### config.mk
export PLATFORM = sky130hd
export DESIGN_NAME = seven_seg_scan_driver
export DESIGN_NICKNAME = d
export VERILOG_FILES = /design/src/rtl/seven_seg_pkg.sv /design/src/rtl/seven_seg_glyph_dec.sv /design/src/rtl/seven_seg_scan_driver.sv
export SDC_FILE = /design/constraint.sdc
export NUM_CORES = 1
export LEC_CHECK = 0
export CAP_MARGIN = 30
export CELL_PAD_IN_SITES_DETAIL_PLACEMENT = 0
export CELL_PAD_IN_SITES_GLOBAL_PLACEMENT = 1
export CORE_UTILIZATION = 48
export CTS_CLUSTER_DIAMETER = 150
export DETAILED_ROUTE_END_ITERATION = 12
export PLACE_DENSITY = 0.95
export SLEW_MARGIN = 10
export SYNTH_ARGS = -nofsm -noshare
export SYNTH_HDL_FRONTEND = slang
export SYNTH_SLANG_ARGS = --single-unit
### constraint.sdc
create_clock -name clk -period 4.28 [get_ports clk]
set_input_delay 0.856 -clock clk [delete_from_list [all_inputs] [get_ports clk]]
set_output_delay 0.856 -clock clk [all_outputs]
set_load 0.005 [all_outputs]
### src/rtl/seven_seg_pkg.sv
// Shared types and constants for the multiplexed seven-segment display driver.
// Contents:
//   seg7_t        - segment vector {a,b,c,d,e,f,g}, bit 6 = a, active-high view
//   SEG_0..SEG_F  - glyphs for codes 0-15, SEG_BLANK for all segments off
//   scan_state_t  - per-cycle scan phase: OFF, BLANK (anti-ghost gap), DRIVE
package seven_seg_pkg;

   typedef logic [6:0] seg7_t;

   localparam seg7_t SEG_0     = 7'b1111110;
   localparam seg7_t SEG_1     = 7'b0110000;
   localparam seg7_t SEG_2     = 7'b1101101;
   localparam seg7_t SEG_3     = 7'b1111001;
   localparam seg7_t SEG_4     = 7'b0110011;
   localparam seg7_t SEG_5     = 7'b1011011;
   localparam seg7_t SEG_6     = 7'b1011111;
   localparam seg7_t SEG_7     = 7'b1110000;
   localparam seg7_t SEG_8     = 7'b1111111;
   localparam seg7_t SEG_9     = 7'b1111011;
   localparam seg7_t SEG_A     = 7'b1110111;
   localparam seg7_t SEG_B     = 7'b0011111;
   localparam seg7_t SEG_C     = 7'b1001110;
   localparam seg7_t SEG_D     = 7'b0111101;
   localparam seg7_t SEG_E     = 7'b1001111;
   localparam seg7_t SEG_F     = 7'b1000111;
   localparam seg7_t SEG_BLANK = 7'b0000000;

   typedef enum logic [1:0] {
      OFF,
      BLANK,
      DRIVE
   } scan_state_t;

endpackage

### src/rtl/seven_seg_glyph_dec.sv
// Combinational 4-bit code to seven-segment glyph decoder (active-high view).
// Ports:
//   code     in  4  digit code to decode
//   hex_mode in  1  1: codes 10-15 show A,b,C,d,E,F; 0: they decode blank
//   seg      out 7  glyph {a,b,c,d,e,f,g}
//   invalid  out 1  code >9 while hex_mode=0
module seven_seg_glyph_dec
   import seven_seg_pkg::*;
(
   input  logic [3:0] code,
   input  logic       hex_mode,
   output seg7_t      seg,
   output logic       invalid
);

   always_comb begin
      seg     = SEG_BLANK;
      invalid = 1'b0;
      case (code)
         4'd0:  seg = SEG_0;
         4'd1:  seg = SEG_1;
         4'd2:  seg = SEG_2;
         4'd3:  seg = SEG_3;
         4'd4:  seg = SEG_4;
         4'd5:  seg = SEG_5;
         4'd6:  seg = SEG_6;
         4'd7:  seg = SEG_7;
         4'd8:  seg = SEG_8;
         4'd9:  seg = SEG_9;
         4'd10: seg = SEG_A;
         4'd11: seg = SEG_B;
         4'd12: seg = SEG_C;
         4'd13: seg = SEG_D;
         4'd14: seg = SEG_E;
         default: seg = SEG_F;
      endcase
      // Decimal-only displays must not show letters.
      if (!hex_mode && (code > 4'd9)) begin
         seg     = SEG_BLANK;
         invalid = 1'b1;
      end
   end

endmodule

### src/rtl/seven_seg_scan_driver.sv
// Time-multiplexed N-digit seven-segment driver. Holds a packed digit word,
// scans one digit per slot of REFRESH_DIV clocks (the first GHOST_BLANK clocks
// of each slot keep every digit dark to avoid ghosting), and drives shared
// segment lines plus a one-hot digit enable. New values are staged in a shadow
// register and only become visible at a frame boundary so a frame never tears.
// Ports:
//   clk        in  1           system clock, rising edge
//   rst_n      in  1           asynchronous active-low reset
//   en         in  1           0: display dark, scan held at slot 0
//   load       in  1           strobe: capture digits_in / dp_in
//   digits_in  in  4*N_DIGITS  digit i = [4i+3:4i], digit 0 least significant
//   dp_in      in  N_DIGITS    decimal point per digit
//   lz_blank   in  1           enable leading-zero blanking
//   seg_out    out 7           segments {a..g} at pin polarity
//   dp_out     out 1           decimal point at pin polarity
//   an_out     out N_DIGITS    one-hot digit enable at pin polarity
//   frame_tick out 1           pulse on the scan wrap from digit N-1 to 0
//   bcd_err    out 1           any active digit >9 (decimal mode only)
module seven_seg_scan_driver
   import seven_seg_pkg::*;
#(
   parameter int N_DIGITS       = 4,
   parameter int REFRESH_DIV    = 1000,
   parameter int GHOST_BLANK    = 2,
   parameter int HEX_MODE       = 0,
   parameter int SEG_ACTIVE_LOW = 0,
   parameter int AN_ACTIVE_LOW  = 1
) (
   input  logic                    clk,
   input  logic                    rst_n,
   input  logic                    en,
   input  logic                    load,
   input  logic [4*N_DIGITS-1:0]   digits_in,
   input  logic [N_DIGITS-1:0]     dp_in,
   input  logic                    lz_blank,
   output seg7_t                   seg_out,
   output logic                    dp_out,
   output logic [N_DIGITS-1:0]     an_out,
   output logic                    frame_tick,
   output logic                    bcd_err
);

   localparam int CNT_W = $clog2(REFRESH_DIV);
   localparam int IDX_W = (N_DIGITS > 1) ? $clog2(N_DIGITS) : 1;

   localparam logic [CNT_W-1:0] CNT_LAST = CNT_W'(REFRESH_DIV - 1);
   localparam logic [CNT_W-1:0] CNT_GB   = CNT_W'(GHOST_BLANK);
   localparam logic [IDX_W-1:0] IDX_LAST = IDX_W'(N_DIGITS - 1);

   // Pin levels that mean "off"; XOR with these converts the active-high view.
   localparam seg7_t               SEG_IDLE = (SEG_ACTIVE_LOW != 0) ? 7'h7F : 7'h00;
   localparam logic                DP_IDLE  = (SEG_ACTIVE_LOW != 0);
   localparam logic [N_DIGITS-1:0] AN_IDLE  = {N_DIGITS{AN_ACTIVE_LOW != 0}};

   logic [CNT_W-1:0]      cnt_reg;
   logic [IDX_W-1:0]      idx_reg;
   logic [4*N_DIGITS-1:0] shadow_reg;
   logic [N_DIGITS-1:0]   shadow_dp_reg;
   logic [4*N_DIGITS-1:0] active_reg;
   logic [N_DIGITS-1:0]   active_dp_reg;
   logic                  pending_reg;

   scan_state_t           state;
   logic                  slot_last;
   logic                  frame_wrap;

   logic [3:0]            digit [N_DIGITS];
   logic [N_DIGITS-1:0]   digit_bad;
   logic [N_DIGITS:1]     zero_from;   // digits N-1..i are all zero
   logic [N_DIGITS-1:0]   lz_mask;

   logic [3:0]            cur_code;
   seg7_t                 glyph;
   logic                  glyph_invalid;

   seg7_t                 seg_next;
   logic                  dp_next;
   logic [N_DIGITS-1:0]   an_next;
   logic                  bcd_next;

   // ---------------- scan state ----------------
   assign slot_last  = (cnt_reg == CNT_LAST);
   assign frame_wrap = en && slot_last && (idx_reg == IDX_LAST);

   always_comb begin
      state = DRIVE;
      if (!en) begin
         state = OFF;
      end else if (cnt_reg < CNT_GB) begin
         state = BLANK;
      end
   end

   always_ff @(posedge clk or negedge rst_n) begin
      if (!rst_n) begin
         cnt_reg <= '0;
         idx_reg <= '0;
      end else if (!en) begin
         cnt_reg <= '0;
         idx_reg <= '0;
      end else if (slot_last) begin
         cnt_reg <= '0;
         idx_reg <= (idx_reg == IDX_LAST) ? '0 : idx_reg + IDX_W'(1);
      end else begin
         cnt_reg <= cnt_reg + CNT_W'(1);
      end
   end

   // ---------------- shadow / active digit registers ----------------
   always_ff @(posedge clk or negedge rst_n) begin
      if (!rst_n) begin
         shadow_reg    <= '0;
         shadow_dp_reg <= '0;
         active_reg    <= '0;
         active_dp_reg <= '0;
         pending_reg   <= 1'b0;
      end else if (!en) begin
         // Nothing is being shown, so there is no frame to protect.
         if (load) begin
            active_reg    <= digits_in;
            active_dp_reg <= dp_in;
            shadow_reg    <= digits_in;
            shadow_dp_reg <= dp_in;
            pending_reg   <= 1'b0;
         end
      end else if (load && frame_wrap) begin
         // Boundary coincides with the load: take the fresh value directly.
         active_reg    <= digits_in;
         active_dp_reg <= dp_in;
         pending_reg   <= 1'b0;
      end else if (load) begin
         shadow_reg    <= digits_in;
         shadow_dp_reg <= dp_in;
         pending_reg   <= 1'b1;
      end else if (frame_wrap && pending_reg) begin
         active_reg    <= shadow_reg;
         active_dp_reg <= shadow_dp_reg;
         pending_reg   <= 1'b0;
      end
   end

   // ---------------- per-digit views, leading-zero mask, range check ----------------
   assign zero_from[N_DIGITS] = 1'b1;
   assign lz_mask[0]          = 1'b0;

   generate
      for (genvar gi = 0; gi < N_DIGITS; gi++) begin : g_digit
         assign digit[gi]     = active_reg[4*gi +: 4];
         assign digit_bad[gi] = (digit[gi] > 4'd9);
         if (gi > 0) begin : g_lz
            assign zero_from[gi] = (digit[gi] == 4'd0) && zero_from[gi+1];
            assign lz_mask[gi]   = lz_blank && zero_from[gi];
         end
      end
   endgenerate

   assign cur_code = digit[idx_reg];
   assign bcd_next = (HEX_MODE != 0) ? 1'b0 : (|digit_bad);

   seven_seg_glyph_dec u_glyph_dec (
      .code     (cur_code),
      .hex_mode (HEX_MODE != 0),
      .seg      (glyph),
      .invalid  (glyph_invalid)
   );

   // ---------------- output selection ----------------
   always_comb begin
      seg_next = SEG_BLANK;
      dp_next  = 1'b0;
      an_next  = '0;
      if (state == DRIVE) begin
         an_next[idx_reg] = 1'b1;
         seg_next         = (lz_mask[idx_reg] || glyph_invalid) ? SEG_BLANK : glyph;
         dp_next          = active_dp_reg[idx_reg];
      end
   end

   always_ff @(posedge clk or negedge rst_n) begin
      if (!rst_n) begin
         seg_out    <= SEG_IDLE;
         dp_out     <= DP_IDLE;
         an_out     <= AN_IDLE;
         frame_tick <= 1'b0;
         bcd_err    <= 1'b0;
      end else begin
         seg_out    <= seg_next ^ SEG_IDLE;
         dp_out     <= dp_next ^ DP_IDLE;
         an_out     <= an_next ^ AN_IDLE;
         frame_tick <= frame_wrap;
         bcd_err    <= bcd_next;
      end
   end

endmodule

==> results.md <==
- Worst-path clk slew: 0.08 ns
- Post-Layout Cell Count: 383
- Tcrit/Tclk final: 64.8%
- Worst setup EP type: register
- # hold bufs at CTS: 0
- Total GRT Usage: 18.8%
- Total of max-cap violations: 0
- Ys async rst share: 100%
- Leak: 1.58 nW
- FF-to-FF Start: idx_reg[0]$_DFFE_PN0P_
- Chip height: 83.7 um
- Postcts setup bufs: 0
- GR peak layer: met2
- Clock power frac: 39.6%
- CTS root buf: clkbuf_8
- Drt first pass iters: 4
- IR drop worst, VDD: 214 uV
- Sequential cell area: 1680 um^2
- I/O Pins: 39
- Hold path depth: 1
- Rel. slew slack: 57.1%
- Post-route antenna net violation count: 0
- Wire per inst: 15.2 um
- GP Congestion: 0.795
- Core ar.: 6390 um^2
- TritonCTS Buffers: 9
- Inserted Diodes: 0
- Post-DP HPWL: 4090 um
- RSZ-0062 raised after global routing: false
- Critical Path AT: 3.01 ns
- EDFF count, synth: 0
- Crit path largest cell delay: 0.69 ns
- Port Buf Inserts: 38
- H-Tree Depth: 3
- Int Pwr: 0.00114 W
- P&R area growth vs syn: 21.4%
- Hold Crit Class: reg2reg
- Period minus WS final: 2.77 ns
- Syn. warnings: 0
- Tot Pwr: 0.00150 W
- Die area: 7010 um^2
- CP Launch Type: register
- Row Count: 29
- Final hold viol count: 0
- Cell count after placement: 367
- Final setup fails: 0
- Hold endpoint: cnt_reg[0]$_DFF_PN0_
- Die X: 83.7 um
- Post-Route Setup TNS: 0 ns
- Initial DRC Count: 107
- Initial antenna violation count: 0
- Syn Nets: 294
- Net count reported at finish: 337
- Sequential Power Share: 48.1%
- Mapped Cells: 258
- Initial Util: 50.2%
- CTS tree: done
- Vias in the first global route: 2106
- Synthesis-stage register bit count: 67
- Synthesized area: 3200 um^2
- Post-route cell area: 3890 um^2
- First-pass GRT wire length: 10200 um
- Maximum fanout along the worst path: 12
- Cell breakdown of the critical path: mux4_2, inv_1, ha_1, o21ai_0, o221ai_1, o211ai_2, a311oi_1
- Post-synthesis cell type count: 43
- Layout cells sized above 1: 22.2%
- Reg2Reg Setup Slack: 1.51 ns
- Min-delay src: cnt_reg[0]$_DFF_PN0_
- Final slew viol count: 0
- Most used DFF post-synth: dfrtp_1
- Gates resized, CTS repair: 0
- Reg2Reg Depth: 7
- Largest net degree at the start of global routing: 27
- Psw: 0.000361 W
- Residual DRC: 0
- Via count: 2121
- Met1 Usage GRT: 24.9%
- Mean Syn Cell Area: 12.4 um^2
- Final WL: 5840 um
- CP required: 4.52 ns
- Fill count: 513
- Worst Skew: 0.0106 ns
- GRT met3 Usage: 3.66%
- Pwr Density: 387 nW/um^2
- Met2 global-route usage: 29.9%
- Fmax: 361 MHz
- Area of the multi-input gates: 1420 um^2
- Combinational power share: 12.3%
- Worst slew pin tran: 0.643 ns
- Post-synthesis sequential area ratio: 52.5%
- CP max-delay cell: dfrtp_1
- Overflow after GRT: 0
- Finished Core Util: 60.9%
- Switch share: 24.0%
- Clk Latency, worst-skew pair: 0.34 ns
- Status: finished, final reports clean
- Worst reg2reg endpoint: seg_out[2]$_DFF_PN0_
- Worst Setup Path Type: reg2reg
- Clk buf depth: 2
- Vias/cell: 5.54
- CTS sink cnt: 67
- Placed Area: 3660 um^2
[per-stage QoR]
step	setup slack, ns	hold slack [ns]
floorplan	1.93	0.425
global placement	1.54	0.443
detailed placement	1.37	0.461
CTS	1.52	0.472
global route	1.27	0.521
finish	1.51	0.464
[area by class of cell]
type / instances / area share [%]
well taps: 77 / 2.48
repair buffers: 43 / 11.1
clock inverters: 4 / 1.87
inverters: 9 / 0.869
clock buffers: 12 / 3.99
multi-input cells: 171 / 36.4
flip-flops and latches: 67 / 43.2
[power groups by stage]
stage | Sequential [W] | Combinational (W) | Clock [W]
after floorplan | 0.000721 | 0.000115 | 0
after global placement | 0.000732 | 0.000180 | 0
after detailed placement | 0.000735 | 0.000186 | 0
after CTS | 0.000723 | 0.000187 | 0.000609
after global routing | 0.000730 | 0.000206 | 0.000637
final | 0.000723 | 0.000185 | 0.000597
[kinds of logic after synthesis]
kind of cell | synth area share [%]
and+or+nand+nor | 12.4
xor gates and xnor gates | 2.46
adders and majority gates | 4.30
AOI/OAI and AO/OA | 13.2
DFF | 52.5
muxes | 11.9
buffers and inverters | 3.32
[layout by cell type (no fill, tap or decap), types with 3 or more instances in the layout]
master | synthesis | layout
inv_1 | 7 | 7
mux2_2 | 10 | 10
nor2_1 | 20 | 20
and3_1 | 4 | 4
xnor2_1 | 7 | 7
nor4_1 | 5 | 5
clkbuf_8 | 0 | 11
nor3_1 | 3 | 3
nand2_1 | 11 | 11
a21oi_1 | 5 | 5
mux4_2 | 5 | 5
o21ai_0 | 10 | 10
or2_2 | 20 | 20
mux2_1 | 12 | 12
o221a_1 | 20 | 20
ha_1 | 11 | 11
dfrtp_1 | 63 | 63
dfstp_2 | 4 | 4
buf_4 | 4 | 4
clkdlybuf4s50_1 | 0 | 37
a211oi_1 | 4 | 4
[cells in the mapped netlist, types with 5 or more instances]
cell type | instances | share of area [%]
xnor2_1 | 7 | 1.9
a21oi_1 | 5 | 0.78
inv_1 | 7 | 0.82
mux2_2 | 10 | 3.5
ha_1 | 11 | 4.3
mux2_1 | 12 | 4.2
o21ai_0 | 10 | 1.6
nor2_1 | 20 | 2.3
mux4_2 | 5 | 3.5
nand2_1 | 11 | 1.3
or2_2 | 20 | 3.9
o221a_1 | 20 | 7.0
dfrtp_1 | 63 | 49
nor4_1 | 5 | 0.98
[layer usage]
metal	vias to the layer above	routed length, um	part of all wire [%]
li1	1028	-	-
met1	1035	2740	47
met2	46	2770	47
met3	12	200	3.4
met4	0	130	2.2
met5	-	0	0
[critical path, delay by kind of cell, from the launching register on]
family	cells	cell delay (ns)
adders and majority gates	1	0.31
muxes	1	0.66
AOI/OAI and AO/OA	4	0.87
DFF	1	0.69
buffers and inverters	1	0.13
[how the worst max path moves through the flow]
stage,startpoint,slack [ns],endpoint
2_1_floorplan,idx_reg[0]$_DFFE_PN0P_,1.93,seg_out[2]$_DFF_PN0_
3_3_place_gp,en,1.54,seg_out[2]$_DFF_PN0_
3_5_place_dp,en,1.37,seg_out[2]$_DFF_PN0_
4_1_cts,idx_reg[0]$_DFFE_PN0P_,1.52,seg_out[2]$_DFF_PN0_
5_1_grt,idx_reg[0]$_DFFE_PN0P_,1.27,seg_out[2]$_DFF_PN0_
6_report,idx_reg[0]$_DFFE_PN0P_,1.51,seg_out[2]$_DFF_PN0_
No activity file was read; power rests on OpenSTA's default activity.
